[src/rtl/reg_file_2r1w.sv]
// DEPTH x WIDTH register file: one byte-strobed write port, two combinational read ports,
// and a one-entry-per-cycle clear engine. Define REG_FILE_BYPASS_EN for write-through forwarding.
module reg_file_2r1w #(
    parameter int WIDTH    = 32,
    parameter int DEPTH    = 32,
    parameter int ZERO_REG = 1
) (
    input  logic                       i_clk,
    input  logic                       i_rst,
    input  logic                       i_cs,
    input  logic                       i_we,
    input  logic [$clog2(DEPTH)-1:0]   i_waddr,
    input  logic [WIDTH-1:0]           i_wdata,
    input  logic [WIDTH/8-1:0]         i_wstrb,
    input  logic                       i_clr,
    input  logic [$clog2(DEPTH)-1:0]   i_raddr_a,
    input  logic [$clog2(DEPTH)-1:0]   i_raddr_b,
    output logic [WIDTH-1:0]           o_rdata_a,
    output logic [WIDTH-1:0]           o_rdata_b,
    output logic                       o_busy
);
    localparam int ADDR_W = $clog2(DEPTH);
    localparam int NB     = WIDTH / 8;
    localparam logic [ADDR_W-1:0] LAST = ADDR_W'(DEPTH - 1);

    typedef enum logic {IDLE, CLEAR} state_t;

    state_t                r_state, w_state_nxt;
    logic [ADDR_W-1:0]     r_ptr;
    logic                  r_busy;
    logic [WIDTH-1:0]      r_mem [DEPTH];

    logic                  w_wa_ok;
    logic                  w_wr_acc;
    logic [1:0][ADDR_W-1:0] w_raddr;
    logic [1:0][WIDTH-1:0]  w_rdata;

    // Dropped writes: out of range, hardwired zero entry, empty strobe, or clear running
    assign w_wa_ok  = (32'(i_waddr) < DEPTH) && !((ZERO_REG != 0) && (i_waddr == '0));
    assign w_wr_acc = (r_state == IDLE) && i_cs && i_we && w_wa_ok && (|i_wstrb);

    always_comb begin
        w_state_nxt = r_state;
        case (r_state)
            IDLE:    if (i_cs && i_clr) w_state_nxt = CLEAR;
            CLEAR:   if (r_ptr == LAST) w_state_nxt = IDLE;
            default: w_state_nxt = IDLE;
        endcase
    end

    always_ff @(negedge i_clk) begin
        if (!i_rst) begin
            r_state <= IDLE;
            r_ptr   <= '0;
            r_busy  <= 1'b0;
            for (int i = 0; i < DEPTH; i++) r_mem[i] <= '0;
        end else begin
            r_state <= w_state_nxt;
            r_busy  <= (w_state_nxt == CLEAR);
            if (r_state == CLEAR) begin
                r_mem[r_ptr] <= '0;
                r_ptr        <= (r_ptr == LAST) ? '0 : r_ptr + ADDR_W'(1);
            end else begin
                r_ptr <= '0;
                if (w_wr_acc) begin
                    for (int b = 0; b < NB; b++)
                        if (i_wstrb[b]) r_mem[i_waddr][8*b +: 8] <= i_wdata[8*b +: 8];
                end
            end
        end
    end

`ifdef REG_FILE_BYPASS_EN
    logic [WIDTH-1:0] w_fwd;
    always_comb begin
        w_fwd = r_mem[i_waddr];
        for (int b = 0; b < NB; b++)
            if (i_wstrb[b]) w_fwd[8*b +: 8] = i_wdata[8*b +: 8];
    end
`endif

    assign w_raddr[0] = i_raddr_a;
    assign w_raddr[1] = i_raddr_b;

    for (genvar p = 0; p < 2; p++) begin : g_rd
        always_comb begin
            w_rdata[p] = '0;
            if ((32'(w_raddr[p]) < DEPTH) && !((ZERO_REG != 0) && (w_raddr[p] == '0)))
                w_rdata[p] = r_mem[w_raddr[p]];
`ifdef REG_FILE_BYPASS_EN
            if (w_wr_acc && (w_raddr[p] == i_waddr))
                w_rdata[p] = w_fwd;
`endif
        end
    end

    assign o_rdata_a = w_rdata[0];
    assign o_rdata_b = w_rdata[1];
    assign o_busy    = r_busy;

endmodule

[config.mk]
export PLATFORM = sky130hd
export DESIGN_NAME = reg_file_2r1w
export DESIGN_NICKNAME = d
export VERILOG_FILES = /design/src/rtl/reg_file_2r1w.sv
export SDC_FILE = /design/constraint.sdc
export NUM_CORES = 2
export LEC_CHECK = 0
export CORE_AREA = 2 2 385 387
export DETAILED_ROUTE_END_ITERATION = 7
export DIE_AREA = 0 0 387 389
export PLACE_DENSITY = 0.55
export SETUP_SLACK_MARGIN = 0.1
export SYNTH_ARGS = -nofsm -noshare
export SYNTH_HDL_FRONTEND = slang
export SYNTH_SLANG_ARGS = --single-unit
export TNS_END_PERCENT = 50
[constraint.sdc]
create_clock -name i_clk -period 5.5 [get_ports i_clk]
set_input_delay 1.1 -clock i_clk [delete_from_list [all_inputs] [get_ports i_clk]]
set_output_delay 1.1 -clock i_clk [all_outputs]
set_load 0.01 [all_outputs]
* After elaboration in Yosys (flattened, before gate mapping)
Memories as Yosys holds them, arrays and structs flattened. Cells that the tools add are included.
Word-level totals: bits in registers 6, latch bits 0, memory bits (writable) 1024, memory bits (read-only) 0, input bits 56, output and inout port bits 65, memories kept 1
Memory list:
- r_mem | depth 32, bits a word 32, read ports 2, clocked after Yosys merged registers in 0, wr ports 32, line 31 | logic [WIDTH-1:0] r_mem [DEPTH];
Operators by class: add/subtract/negate cells 1, multipliers 0, div/mod/pow operators 0, order comparisons 0, equal/unequal tests 1, shifts and indexed selects 0, mux-type cells 35, bitwise gates (word level) 2, reductions and logical operators 13
Operator list (count):
- $mux W32 | 4
- $reduce_or A32 Y1 | 2
- $mux W1 | 27
- $logic_not A5 Y1 | 3
- $mux W5 | 2
- $add A5 B1 Y5 const B | 1
- $eq A5 B5 Y1 const B | 1
- $logic_and A1 B1 Y1 | 5
- $mux W4 | 1
- $reduce_or A4 Y1 | 1
- $reduce_or A3 Y1 | 1
- $not A1 Y1 | 2
- $pmux W1 S2 | 1
- $logic_not A1 Y1 | 1

* Logic depth before layout (Yosys ltp)
depth after elaboration 11, mapped depth 9

==> run_results.csv <==
group,metric,value,unit
floorplanning,placementRows,141,
clocking,postCtsHoldBufs,0,
critical_path,path_class,"reg2out",
critical_path,r2r_end,"r_mem[14][11]",
yosys,synth_warnings,0,
routing,drt-initial-drc-count,6559,
yosys,ys_types,51,
clocking,clk_pin_slew_worst_paths,0.07,ns
sta,max-slew-margin-rel,30.4,%
placement,hpwlAfterDp,151000,um
routing,firstDrtPassIters,6,
routing,ant_nets,0,
status,outcome,"finished with violations",
yosys,netlist_area,58300,um2
clocking,cts_tree,"built",
pwr,p_per_area,292,nW/um2
status,violations,"setup timing",
floorplanning,die_height,389,um
routing,dr_total_vias,50200,
critical_path,required,4.40,ns
critical_path,cp.arrival,5.57,ns
sta,slew_viol_final,0,
yosys,synthCells,4154,
placement,place_congestion,0.897,
yosys,syn-mean-instance-area,14.0,um2
floorplanning,fp.dieW,387,um
routing,viasPerCell,6.37,
sta,fin_tns_setup,-65.99,ns
clocking,cts.sinks,1030,
placement,pre_cts_ws,-1.58,ns
critical_path,reg2reg_depth,12,
pwr,ir_drop,0.000298,V
grt,grt_max_degree,75,
yosys,synthAdderAreaFrac,0.0429,%
final_layout,fin_nets,5908,
yosys,synth_top_area_share,52.7,%
yosys,netlist_top_cells_area,"edfxtp_1, mux4_2, nor4_1",
critical_path,critPathMaxFanout,2,
pwr,leakage,32.9,nW
placement,io_buffers,120,
floorplanning,ios,121,
sta,setup_viol,341,
yosys,synthMuxAreaShare,21.8,%
floorplanning,core,147000,um2
final_layout,area_delta_synth_final,40.7,%
clocking,cts_max_path_buffers,3,
worst_hold_path,whs_path_depth,1,
routing,routed_wl,237000,um
grt,overflow,0,
critical_path,cp-endpoint,"o_rdata_a[16]",
yosys,synth_top_family_by_area,"multiplexers",
worst_hold_path,hold_start,"r_ptr[0]",
grt,grt_pass1_wl,341000,um
routing,drc,0,
clocking,ctsHtreeMaxLevel,3,
sta,tightestPinTransition,1.04,ns
grt,grt_usage,30.8,%
routing,wl_per_cell,30.1,um
clocking,cts_inserted_buffers,119,
final_layout,drive_gt1_share,38.8,%
floorplanning,initial_utilization,39.8,%
worst_hold_path,min_path_type,"reg2reg",
critical_path,rrSetupSlack,2.69,ns
sta,fin_worst_skew,0.0431,ns
critical_path,cp-startpoint,"r_mem[26][16]",
floorplanning,die-area,151000,um2
clocking,clk-insertion-delay-late,0.77,ns
yosys,ys_seq_elements,1030,
sta,finalWorstSetupSlack,-1.17,ns
critical_path,critPathLaunchType,"flop",
clocking,cts-root-buf,"clkbuf_16",
run,maxCapViolCount,0,
yosys,synth_compound_area_share,5.83,%
yosys,synth_area_leader_cell,"edfxtp_1",
sta,rsz0062_at_grt,"true",
grt,grt_pass1_vias,51500,
yosys,synth-simple-area-share,14.1,%
critical_path,reg2reg_from,"o_busy",
sta,hold_viol,0,
yosys,ys_seq_area_share,52.9,%
yosys,synth_xor_area_share,0.0300,%
critical_path,end_kind,"primary output",
grt,antenna_found_initial,3,
where the power goes:
group	internal, mW	switching, mW
Combinational	1.48	1.87
Clock	5.93	5.54
Sequential	8.96	0.172
Yosys cell counts, drive strengths merged:
cell,n
and4b,1
dfxtp,6
nand2b,8
o31ai,45
o41ai,84
nor2,30
o21ai,34
mux2i,264
and2,4
or2,3
xor2,1
nor2b,72
and3,1
xnor2,1
nand4,36
nand2,40
nor3,374
a211oi,66
edfxtp,1024
or3,1
buf,389
a2111o,1
ha,2
mux2,64
clkbuf,255
a21oi,66
nand3,2
o32ai,1
inv,8
conb,1
or4,2
o22ai,32
nand4b,1
nor4,682
a22oi,128
o311a,3
o21a,6
mux4,416
layout by cell type (no fill, tap or decap), drive strengths merged, types with 4 or more instances in the layout:
| cell | instances |
|---|---|
| edfxtp | 1024 |
| a22oi | 128 |
| a21oi | 66 |
| mux2i | 264 |
| o21ai | 34 |
| nand2b | 8 |
| o41ai | 84 |
| o31ai | 45 |
| inv | 1081 |
| clkbuf | 132 |
| nor2 | 30 |
| dfxtp | 6 |
| mux2 | 64 |
| nand4 | 36 |
| o21a | 6 |
| clkinv | 6 |
| conb | 32 |
| clkdlybuf4s50 | 35 |
| o22ai | 32 |
| clkinvlp | 25 |
| a211oi | 66 |
| bufbuf | 13 |
| bufinv | 19 |
| buf | 1099 |
| nor2b | 72 |
| nor3 | 374 |
| and2 | 4 |
| nand2 | 40 |
| nor4 | 682 |
| mux4 | 416 |
worst min path at each step:
stage	endpoint	slack [ns]
6_report	r_ptr[0]	0.60
4_1_cts	r_ptr[0]	0.58
2_1_floorplan	r_ptr[0]	0.47
5_1_grt	r_ptr[0]	0.61
3_5_place_dp	r_ptr[0]	0.54
3_3_place_gp	r_ptr[0]	0.53
registers in the layout, indices dropped and copies added, names as in the netlist:
| name | count |
|---|---|
| r_ptr | 5 |
| r_mem | 1024 |
| o_busy | 1 |
cell families after synthesis:
group                      after synthesis
buffers and inverters                  652
xor gates and xnor gates                 2
DFF                                   1030
AOI/OAI and AO/OA                      466
muxes                                  744
other                                    1
adders and majority gates                2
and+or+nand+nor                       1257
layout make-up:
class                      count  area [um2]
clock inverter              1124        4830
clock buffer                 123        3080
timing repair buffer        1159       12400
multi-input combinational   2503       28500
inverter                       7        26.3
fill                       11800       64500
sequential                  1030       30900
antenna                        1        2.50
tap                         1930        2410
what timing repair did:
| item | CTS | global route |
|---|---|---|
| buffers inserted | 174 | 32 |
| hold endpoints to repair | 0 | 0 |
| pin swaps | 172 | 55 |
| setup endpoints to repair | 2081 | 1736 |
| gates cloned | 23 | 7 |
| resized for setup | 883 | 121 |
through the flow:
step | util (%) | std cells | power [mW] | instance area, um2 | hold slack, ns
finish | 56.0 | 7877 | 23.9 | 82100 | 0.596
global route | 56.0 | 7876 | 25.0 | 82100 | 0.605
CTS | 55.3 | 7843 | 23.9 | 81100 | 0.581
detailed placement | 46.8 | 6409 | 13.2 | 68600 | 0.539
global placement | 46.8 | 6409 | 13.2 | 68600 | 0.527
floorplan | - | 4185 | 11.8 | 60500 | 0.469
worst max-delay path, cell delays in order, from the launching register on:
cell and delay, ns:
edfxtp_1 0.42, mux4_2 0.53, mux4_2 0.56, o22ai_2 0.14, nor3_2 0.06, buf_4 0.19
buf_6 0.13
layer usage:
layer | track usage [%] | up-vias | routed length, um | part of all wire (%)
met5 | 0 | - | 13 | 0.0055
met4 | 13.4 | 2 | 8390 | 3.5
met2 | 49.5 | 3193 | 115000 | 48
met1 | 39.2 | 25600 | 90000 | 38
met3 | 8.30 | 473 | 24100 | 10
li1 | - | 20900 | - | -
(Power assumes the default switching activity.)
